===== config.mk =====
export PLATFORM = sky130hd
export DESIGN_NAME = div_ctrl
export DESIGN_NICKNAME = d
export VERILOG_FILES = /design/src/rtl/div_ctrl.sv
export SDC_FILE = /design/constraint.sdc
export NUM_CORES = 1
export LEC_CHECK = 0
export ABC_AREA = 1
export CAP_MARGIN = 30
export CORE_AREA = 2 2 105 107
export CTS_BUF_LIST = sky130_fd_sc_hd__clkbuf_8
export CTS_CLUSTER_DIAMETER = 80
export DETAILED_ROUTE_END_ITERATION = 10
export DIE_AREA = 0 0 107 109
export DONT_BUFFER_PORTS = 1
export PLACE_DENSITY = 0.68
export SLEW_MARGIN = 20
export SYNTH_ARGS = -nofsm -noshare
export SYNTH_HDL_FRONTEND = slang
export SYNTH_SLANG_ARGS = --single-unit

===== constraint.sdc =====
create_clock -name clk -period 1.3 [get_ports clk]
set_clock_uncertainty 0.05 [all_clocks]
set_input_delay 0 -clock clk [delete_from_list [all_inputs] [get_ports clk]]
set_output_delay 0 -clock clk [all_outputs]
set_load 0.05 [all_outputs]

===== src/rtl/div_ctrl.sv =====
// div_ctrl: execute-stage controller for the iterative 32-bit divider.
// Accepts DIV/DIVU from EX, drives the divider start/cancel handshake with
// latched operands, stalls the pipeline while the divide runs and writes
// {remainder, quotient} to HI/LO with a one-cycle strobe. A flush while
// running cancels the divider and lets it settle for two cycles.
// Optional feature: define DIV_CTRL_WDOG_EN to add a run-time watchdog that
// aborts a divide after WDOG_CYCLES cycles, writing HI = LO = 0 and flagging
// div_err.
module div_ctrl #(
    parameter int WDOG_CYCLES = 48
) (
    input  logic        clk,
    input  logic        rst,
    input  logic        ex_div_req,
    input  logic        ex_div_signed,
    input  logic [31:0] ex_opa,
    input  logic [31:0] ex_opb,
    input  logic        flush,
    output logic        stall_req,
    output logic        hilo_we,
    output logic [31:0] hi_o,
    output logic [31:0] lo_o,
    output logic        div_err,
    output logic        div_start,
    output logic        div_cancel,
    output logic        div_sign,
    output logic [31:0] div_opa,
    output logic [31:0] div_opb,
    input  logic [63:0] div_result,
    input  logic        div_done
);

    typedef enum logic [1:0] {
        S_IDLE  = 2'd0,
        S_RUN   = 2'd1,
        S_DONE  = 2'd2,
        S_DRAIN = 2'd3
    } state_t;

    state_t state_r;
    logic   drain_cnt_r;   // second DRAIN cycle marker
    logic   accept_s;      // a new divide is taken this cycle
    logic   timeout_s;     // watchdog expires in this RUN cycle
    logic   wdog_hit_s;    // current DONE was produced by the watchdog

    // The watchdog counter is 6 bits wide, so the limit must fit in it.
    if (WDOG_CYCLES < 2 || WDOG_CYCLES > 63) begin : g_wdog_cfg_bad
        $error("div_ctrl: WDOG_CYCLES must lie in 2..63");
    end

    assign accept_s = (state_r == S_IDLE) && ex_div_req && !flush;

`ifdef DIV_CTRL_WDOG_EN
    // The counter is cleared on accept and lags cycles-since-accept by one,
    // so the abort decision is taken when it reads WDOG_CYCLES-2; DONE then
    // lands exactly WDOG_CYCLES cycles after the accept cycle.
    localparam logic [5:0] WDOG_LAST = 6'(WDOG_CYCLES - 2);

    logic [5:0] wdog_cnt_r;
    logic       wdog_hit_r;

    assign timeout_s  = (wdog_cnt_r == WDOG_LAST);
    assign wdog_hit_s = wdog_hit_r;

    // Watchdog: count RUN cycles and remember whether the abort path fired.
    always_ff @(posedge clk or negedge rst) begin
        if (!rst) begin
            wdog_cnt_r <= 6'd0;
            wdog_hit_r <= 1'b0;
        end else if (accept_s) begin
            wdog_cnt_r <= 6'd0;
            wdog_hit_r <= 1'b0;
        end else if (state_r == S_RUN) begin
            wdog_cnt_r <= wdog_cnt_r + 6'd1;
            wdog_hit_r <= !flush && !div_done && timeout_s;
        end else if (state_r == S_DONE) begin
            wdog_hit_r <= 1'b0;
        end
    end
`else
    assign timeout_s  = 1'b0;
    assign wdog_hit_s = 1'b0;
`endif

    // Main sequencer: operand latch, result capture and state transitions.
    always_ff @(posedge clk or negedge rst) begin
        if (!rst) begin
            state_r     <= S_IDLE;
            drain_cnt_r <= 1'b0;
            div_sign    <= 1'b0;
            div_opa     <= 32'd0;
            div_opb     <= 32'd0;
            hi_o        <= 32'd0;
            lo_o        <= 32'd0;
        end else begin
            case (state_r)
                S_IDLE: begin
                    if (accept_s) begin
                        div_sign <= ex_div_signed;
                        div_opa  <= ex_opa;
                        div_opb  <= ex_opb;
                        state_r  <= S_RUN;
                    end
                end
                S_RUN: begin
                    // Flush beats a coincident div_done: the result is dropped.
                    if (flush) begin
                        drain_cnt_r <= 1'b0;
                        state_r     <= S_DRAIN;
                    end else if (div_done) begin
                        hi_o    <= div_result[63:32];
                        lo_o    <= div_result[31:0];
                        state_r <= S_DONE;
                    end else if (timeout_s) begin
                        hi_o    <= 32'd0;
                        lo_o    <= 32'd0;
                        state_r <= S_DONE;
                    end
                end
                S_DONE: begin
                    if (wdog_hit_s) begin
                        drain_cnt_r <= 1'b0;
                        state_r     <= S_DRAIN;
                    end else begin
                        state_r <= S_IDLE;
                    end
                end
                S_DRAIN: begin
                    if (drain_cnt_r) begin
                        drain_cnt_r <= 1'b0;
                        state_r     <= S_IDLE;
                    end else begin
                        drain_cnt_r <= 1'b1;
                    end
                end
                default: begin
                    state_r <= S_IDLE;
                end
            endcase
        end
    end

    // Handshake and pipeline strobes; start and cancel are mutually exclusive.
    always_comb begin
        stall_req  = 1'b0;
        div_start  = 1'b0;
        div_cancel = 1'b0;
        hilo_we    = 1'b0;
        div_err    = 1'b0;
        case (state_r)
            S_IDLE: begin
                stall_req = accept_s;
                div_start = accept_s;
            end
            S_RUN: begin
                stall_req  = 1'b1;
                div_start  = !flush;
                div_cancel = flush;
            end
            S_DONE: begin
                hilo_we    = !flush;
                div_cancel = wdog_hit_s;
                div_err    = wdog_hit_s;
            end
            S_DRAIN: begin
                stall_req = 1'b0;
            end
            default: begin
                stall_req = 1'b0;
            end
        endcase
    end

endmodule


Word level (Yosys, flattened, before mapping)
Cells that the tools add are included.
{ "op_classes": {"bitwise": 1, "n_reduce_logical": 9, "muxes": 12, "n_eq_ne": 7} }
{ "op_table": {"columns": ["operator", "n"], "rows": [
  ["2-to-1 mux 2 bit", 4],
  ["one-hot mux 2 bit (4 select lines)", 1],
  ["!= test 2 bit (second input constant)", 3],
  ["one-hot mux 1 bit (2 select lines)", 3],
  ["AND reduction 3 bit", 2],
  ["== test 2 bit (second input constant)", 2],
  ["2-to-1 mux 1 bit", 4],
  ["AND reduction 2 bit", 2],
  ["!= test 3 bit (second input constant)", 1],
  ["== test 2 x 1 -> 1 bit (second input constant)", 1],
  ["logical AND 1 bit", 2],
  ["zero test 2 bit", 1],
  ["nonzero test 2 bit", 1],
  ["zero test 1 bit", 1],
  ["NOT 1 bit", 1]
]} }
{ "word_totals": {"output_inout_bits": 134, "reg_bits": 132, "word_cells": 36} }

Longest topological paths before layout
Gate-level depths: netlist (run 1).
{ "depth": {"word_depth": 5, "depth_mapped": 7, "depth_no_buf": 6} }

Worst setup path after synthesis (run 1)
No wires, ideal clock.
{ "synth_timing": {"path_type": "flip-flop to output port", "from": "register state_r[0]", "to": "output div_start", "t_arrival_ns": 1.721, "required_ns": 1.250, "slack_ns": -0.471, "stages_incl_launch_ff": 5, "path_cell_list": "dfrtp_1 -> inv_2 -> nor2_4 -> inv_1 -> o21ai_0"} }
{ "synth_between": {"elab_chain_len": 4} }
{ "synth_rtl": {"columns": ["element", "line_no", "text"], "rows": [
  ["from (decl)", "40", "state_t state_r;"],
  ["from (signal assigned)", "88", "state_r <= S_IDLE;"],
  ["from (signal assigned)", "102", "state_r <= S_RUN;"],
  ["from (signal assigned)", "109", "state_r <= S_DRAIN;"],
  ["zero test 2 bit", "51, 150", null],
  ["logical AND 1 bit (2 in series)", "51", "assign accept_s = (state_r == S_IDLE) && ex_div_req && !flush;"],
  ["one-hot mux 1 bit (2 select lines) (*)", "150", "case (state_r)"],
  ["to (decl)", "24", "output logic div_start,"]
]} }
Mark *: on every way between the ends. The rest lies on a longest branch, timed or not.

Worst setup path in the final report (run 1)
{ "layout_timing": {"from": "register state_r[1]", "to": "register hi_o[28]"} }
{ "layout_between": {"elab_chain_len": 2} }
{ "layout_rtl": {"columns": ["element", "line_no", "text"], "rows": [
  ["== test 2 x 1 -> 1 bit", "96", "case (state_r)"],
  ["AND reduction 3 bit (no source line)", null, null],
  ["to (signal assigned)", "111", "hi_o <= div_result[63:32];"],
  ["to (decl)", "21", "output logic [31:0] hi_o,"]
]} }
No other way between the ends.
A chain may end at the register's enable or synchronous reset.

==> out/qor.csv, run 1 <==
metric;value;unit
run_status;finished with violations;
violations;negative hold slack, negative setup slack;
rows;38;
post_drt_via_cell_ratio;5.40;
timing.rr.end;hi_o[28];
holdCritPathClass;input pin to async pin;
worst_setup_path_start_kind;flop;
startpoint;state_r[1];
drtIter0Drc;627;
drv.max_cap_violation_count;0;
ctsRootBufferMaster;sky130_fd_sc_hd__clkbuf_8;
synthArstFlopShare;1.00;
yosysMostFrequentCell;sky130_fd_sc_hd__nand2_1;
placeableCoreArea;0.0106;mm2
fp.dieH;109;um
floorplan.initialDensity;0.502;
timing.critical_path.to_type;flop;
power.density;2910;mW/mm2
grt_overall_usage;0.295;
synth.largest_area_cell;sky130_fd_sc_hd__dfrtp_1;
final-setup-viol-count;134;
r2r.worst_path.cells;8;
p_total;26.8;mW
fin_worst_hold_slack;-0.803;ns
rsz0062_at_grt;true;
syn_area_per_cell;9.25;um2
crit_type;flop to flop;
area_growth;73.6;%
clock_tree.htree_level_count;4;
postLayoutSetupSlackWorst;-0.462;ns
floorplan.die_area;0.0117;mm2
ys_seq_area_frac;0.621;
synth_edf_count;0;
antenna_found_initial;0;
antenna_cells;0;
fmaxAchievable;0.568;GHz
finalCoreUtilization;0.871;
vdd_ir_drop_max;1880;uV
antenna_left;0;
ys_types;19;
fillers;404;
crit_end;hi_o[28];
hold_viol;132;
synthCells;575;
largest_net_degree_at_the_start_of_global_routing;133;
tritoncts;built;
drive_gt1_frac;0.359;
clock_pin_slew_on_the_worst_setup_and_hold_paths;0.08;ns
post_synth_instance_area;0.00532;mm2
vias;5512;
worst_skew_pair.late_latency;0.44;ns
synth.top_cell.area_share;0.621;
final_nets;1003;
dp_slack;-0.0930;ns
number_of_detailed_route_iterations_in_the_first_pass;5;
cts_bufs_inserted;17;
drv_slew;0;
dp.final_hpwl;8580;um
post_synth_most_frequent_cells;sky130_fd_sc_hd__nand2_1 (135), sky130_fd_sc_hd__inv_1 (133), sky130_fd_sc_hd__dfrtp_1 (132);
cts-root-to-sink-buffers;2;
synthTopCellsByArea;sky130_fd_sc_hd__dfrtp_1 (62%), sky130_fd_sc_hd__nand2_1 (9.5%), sky130_fd_sc_hd__inv_1 (9.4%);
place.port_buffers;0;
critical_path.reg2reg.startpoint;state_r[1];
routed_wirelength;21300;um
gp_congestion;0.767;
post_route_drc_violation_count;0;
die_x;107;um
synth.net_count;709;
place_inst;830;
grt.overflow.total;0;
grt_pass1_vias;5375;
worst-endpoint-required;1.59;ns
yosys_most_used_dff;sky130_fd_sc_hd__dfrtp_1;
cp_data_arrival_time;2.05;ns
wl_per_cell;20.9;um
yosys_warnings;0;
fin_cells;1021;
cts_hold_buffers;133;
cts_sink_cnt;132;
yosys_register_bits;132;
grt_pass1_wl;26300;um
internal_reg_to_reg_setup_slack;-0.46;ns
power.static_leakage;4.87;nW
timing.final.crit_period;1.76;ns
num_io_pins;268;
post-route-period-util;1.36;
crit_fanout;10;
## layout make-up
class | count | area, um2 | area share
inverters | 134 | 513 | 0.0555
multi-input cells | 281 | 1860 | 0.202
flip-flops and latches | 132 | 3300 | 0.358
clock buffers | 18 | 248 | 0.0268
repair buffers | 303 | 3010 | 0.326
clock inverters | 13 | 120 | 0.0130
well taps | 140 | 175 | 0.0190
## stage by stage
step	TNS, ns	hold slack [ns]	cell area (um2)
final	-31.26	-0.803	9240
after global routing	-38.24	-0.830	9240
after CTS	-18.62	-0.810	8380
after detailed placement	-3.65	-0.342	6390
after global placement	-0.595	-0.342	6390
after floorplan	-0.146	-0.346	5330
## state kept, by name, summed over array words and instances, names as in the netlist
| signal | cells |
|---|---|
| div_opa | 32 |
| div_opb | 32 |
| hi_o | 32 |
| lo_o | 32 |
| state_r | 2 |
| div_sign | 1 |
| drain_cnt_r | 1 |
## worst min path at each step
stage          cells after the start          to  start
2_1_floorplan                      0  div_opa[0]    rst
3_3_place_gp                       0    hi_o[25]    rst
3_5_place_dp                       0    hi_o[25]    rst
4_1_cts                            0    hi_o[23]    rst
5_1_grt                            0    hi_o[22]    rst
6_report                           0    hi_o[22]    rst
## power breakdown
part | switching [mW] | total [mW] | internal (mW)
combinational | 10.6 | 15.7 | 5.12
sequential | 1.76 | 7.78 | 6.02
clock | 1.63 | 3.34 | 1.71
total | 14.0 | 26.8 | 12.8
## cell usage in the layout, fill, tap and decap left out, types with 3 or more instances in the layout
cell type / netlist / layout
sky130_fd_sc_hd__buf_4: 1 / 136
sky130_fd_sc_hd__inv_1: 133 / 134
sky130_fd_sc_hd__dfrtp_1: 132 / 132
sky130_fd_sc_hd__dlygate4sd3_1: 0 / 132
sky130_fd_sc_hd__nand2_1: 135 / 75
sky130_fd_sc_hd__o21ai_0: 55 / 53
sky130_fd_sc_hd__o21ai_2: 4 / 45
sky130_fd_sc_hd__nand2_4: 0 / 43
sky130_fd_sc_hd__o21ai_1: 73 / 31
sky130_fd_sc_hd__clkbuf_8: 0 / 18
sky130_fd_sc_hd__nand2_2: 0 / 17
sky130_fd_sc_hd__buf_12: 0 / 15
sky130_fd_sc_hd__clkbuf_16: 0 / 9
sky130_fd_sc_hd__buf_6: 18 / 8
sky130_fd_sc_hd__clkinv_2: 0 / 5
sky130_fd_sc_hd__nand3_4: 0 / 3
sky130_fd_sc_hd__o21ai_4: 0 / 3
## what timing repair did
action / 4_1_cts / 5_1_grt
pin swaps: 3 / 8
buffers inserted: 7 / 8
hold endpoints to repair: 264 / 132
gates cloned: 5 / 12
resized for setup: 28 / 160
setup endpoints to repair: 88 / 135
## metal layers
metal	wire (um)	share of wire	vias to the layer above	GRT usage
li1	-	-	2325	-
met1	7390	0.35	2671	0.323
met2	10900	0.51	417	0.525
met3	1970	0.092	99	0.100
met4	1060	0.050	0	0.128
met5	0	0	-	0
## critical path: stages (launching register included)
cell,delay [ns]
sky130_fd_sc_hd__dfrtp_1,0.43
sky130_fd_sc_hd__buf_6,0.15
sky130_fd_sc_hd__nor2_4,0.13
sky130_fd_sc_hd__buf_6,0.14
sky130_fd_sc_hd__buf_12,0.10
sky130_fd_sc_hd__nand3_4,0.11
sky130_fd_sc_hd__buf_12,0.18
sky130_fd_sc_hd__clkbuf_16,0.16
sky130_fd_sc_hd__o21ai_1,0.21
## cells by family (layout without fill, tap and decap cells)
kind of cell	Yosys count	after routing	synth area share
AO/OA/AOI/OAI	134	134	0.129
AND/OR/NAND/NOR	145	146	0.107
other	1	1	0.000705
flip-flops	132	132	0.621
buffers and inverters	163	468	0.142
No activity file was read; power rests on OpenSTA's default activity.
==> run 2: changes to the inputs <==
==> constraint.sdc (replaced) <==
create_clock -name clk -period 1.3 [get_ports clk]
set_clock_uncertainty 0.05 [all_clocks]
set_input_delay 0 -clock clk [delete_from_list [all_inputs] [get_ports clk]]
set_output_delay 0 -clock clk [all_outputs]
set_load 0.1 [all_outputs]
==> out/qor.csv, run 2 (synthesis gave the netlist of run 1 again) <==
metric;value;unit;change
run_status;finished with violations;;
violations;negative hold slack, negative setup slack;;
post_route_drc_violation_count;0;;unchanged
floorplan.initialDensity;0.502;;unchanged
gr-usage-met2;0.636;;+0.111
routed_wirelength;25700;um;+21%
postLayoutSetupSlackWorst;-0.551;ns;-0.0891 ns
final-setup-viol-count;139;;+3.7%
crit_fanout;5;;-5
grt.overflow.total;0;;unchanged
setup_tns;-49.79;ns;-18.53 ns
timing.critical_path.buf_inv;5;;unchanged
fp.dieH;109;um;unchanged
global_route_met3_utilization;0.105;;+0.00418
grt_use_met1;0.418;;+0.0956
startpoint;state_r[0];;
ctsRootBufferMaster;sky130_fd_sc_hd__clkbuf_8;;
antenna_found_initial;1;;+1
tritoncts;built;;
fin_worst_hold_slack;-0.796;ns;+0.00609 ns
worst-endpoint-required;1.56;ns;-0.03 ns
finalCoreUtilization;0.943;;+0.0716
grt_overall_usage;0.364;;+0.0688
die_x;107;um;unchanged
crit_path_max_incr_delay;0.43;ns;about the same
post-route-period-util;1.42;;+0.0685
gp_congestion;0.750;;-2.1%
placeableCoreArea;0.0106;mm2;unchanged
crit_type;flop to flop;;
wl_per_cell;24.4;um;+17%
worst_skew_pair.late_latency;0.43;ns;about the same
fmaxAchievable;0.540;GHz;-4.8%
cp_data_arrival_time;2.11;ns;+0.06 ns
timing.final.crit_period;1.85;ns;+0.0891 ns
vias;5932;;+7.6%
timing.rr.end;div_opb[25];;
num_io_pins;268;;unchanged
holdCritPathClass;input pin to async pin;;
antenna_left;0;;unchanged
number_of_detailed_route_iterations_in_the_first_pass;5;;unchanged
place.port_buffers;0;;unchanged
timing.critical_path.to_type;flop;;
mostFrequentLayoutCells;sky130_fd_sc_hd__buf_4 (140), sky130_fd_sc_hd__inv_1 (135), sky130_fd_sc_hd__dfrtp_1 (132), sky130_fd_sc_hd__dlygate4sd3_1 (132), sky130_fd_sc_hd__nand2_1 (84);;
hold_viol;132;;unchanged
internal_reg_to_reg_setup_slack;-0.55;ns;-0.09 ns
cts_hold_buffers;133;;unchanged
dp.final_hpwl;8780;um;+2.3%
rsz0062_at_grt;true;;
grt_pass1_wl;31900;um;+21%
r2r.worst_path.cells;9;;+1
leading_cell_type_in_the_layout_fill_and_taps_excluded;sky130_fd_sc_hd__buf_4;;
clock_tree.htree_level_count;4;;unchanged
drive_gt1_frac;0.385;;+0.0262
cts_sink_cnt;132;;unchanged
grt_pass1_vias;5896;;+9.7%
crit_path_top_delay_cell;sky130_fd_sc_hd__dfrtp_1;;
drv_slew;0;;unchanged
timing.critical_path.max_delay_family;buffers and inverters;;
floorplan.die_area;0.0117;mm2;unchanged
critical_path.reg2reg.startpoint;state_r[0];;
worst_setup_path_start_kind;flop;;
cp_cell_sequence;buf_4, nor2_4, nand3_4, buf_12, buf_16, buf_12, buf_16, nand2_2, o21ai_2;;
area_growth;87.8;%;
cts_bufs_inserted;17;;unchanged
cts-root-to-sink-buffers;2;;unchanged
final_nets;1035;;+3.2%
postPlaceCellArea;0.00647;mm2;+1.2%
largest_net_degree_at_the_start_of_global_routing;133;;unchanged
rows;38;;unchanged
clock_pin_slew_on_the_worst_setup_and_hold_paths;0.08;ns;about the same
post_drt_via_cell_ratio;5.63;;+4.3%
global_route.peak_usage_layer;met2;;
drtIter0Drc;578;;-7.8%
final_cell_area;0.0100;mm2;+8.2%
drv.max_cap_violation_count;0;;unchanged
[run 2: per-stage QoR]
stage	setup WS, ns	std cells
CTS	-0.434	1036
detailed placement	-0.0642	828
finish	-0.551	1053
global route	-0.582	1053
global placement	-0.00895	828
floorplan	-0.0622	575
[run 2: metal layers]
metal | vias to the layer above | routed length, um
li1 | 2405 | -
met1 | 2846 | 8830
met2 | 525 | 12500
met3 | 156 | 2720
met4 | 0 | 1700
met5 | - | 0
[run 2: final cells by class]
type	count	area, um2
Fill cell	297	607
Clock inverter	13	194
Multi-Input combinational cell	281	1820
Clock buffer	17	234
Sequential cell	132	3300
Timing Repair Buffer	335	3760
Antenna cell	1	2.50
Tap cell	140	175
Inverter	134	509
[run 2: what timing repair did]
item / CTS / global route
setup buffers: 18 / 14
setup endpoints to repair: 108 / 135
pin swaps: 3 / 8
hold endpoints to repair: 264 / 132
cloned: 27 / 3
resized for setup: 141 / 98
[run 2: worst max-delay path by stage]
stage,to,depth (start not counted)
floorplan,div_start,4
global placement,lo_o[27],6
detailed placement,div_opb[5],5
CTS,div_start,6
global route,div_start,6
finish,div_opb[25],9
Power of run 2 is not shown: default switching activity piles up to over one toggle a cycle in this logic, so the estimate is an artifact.
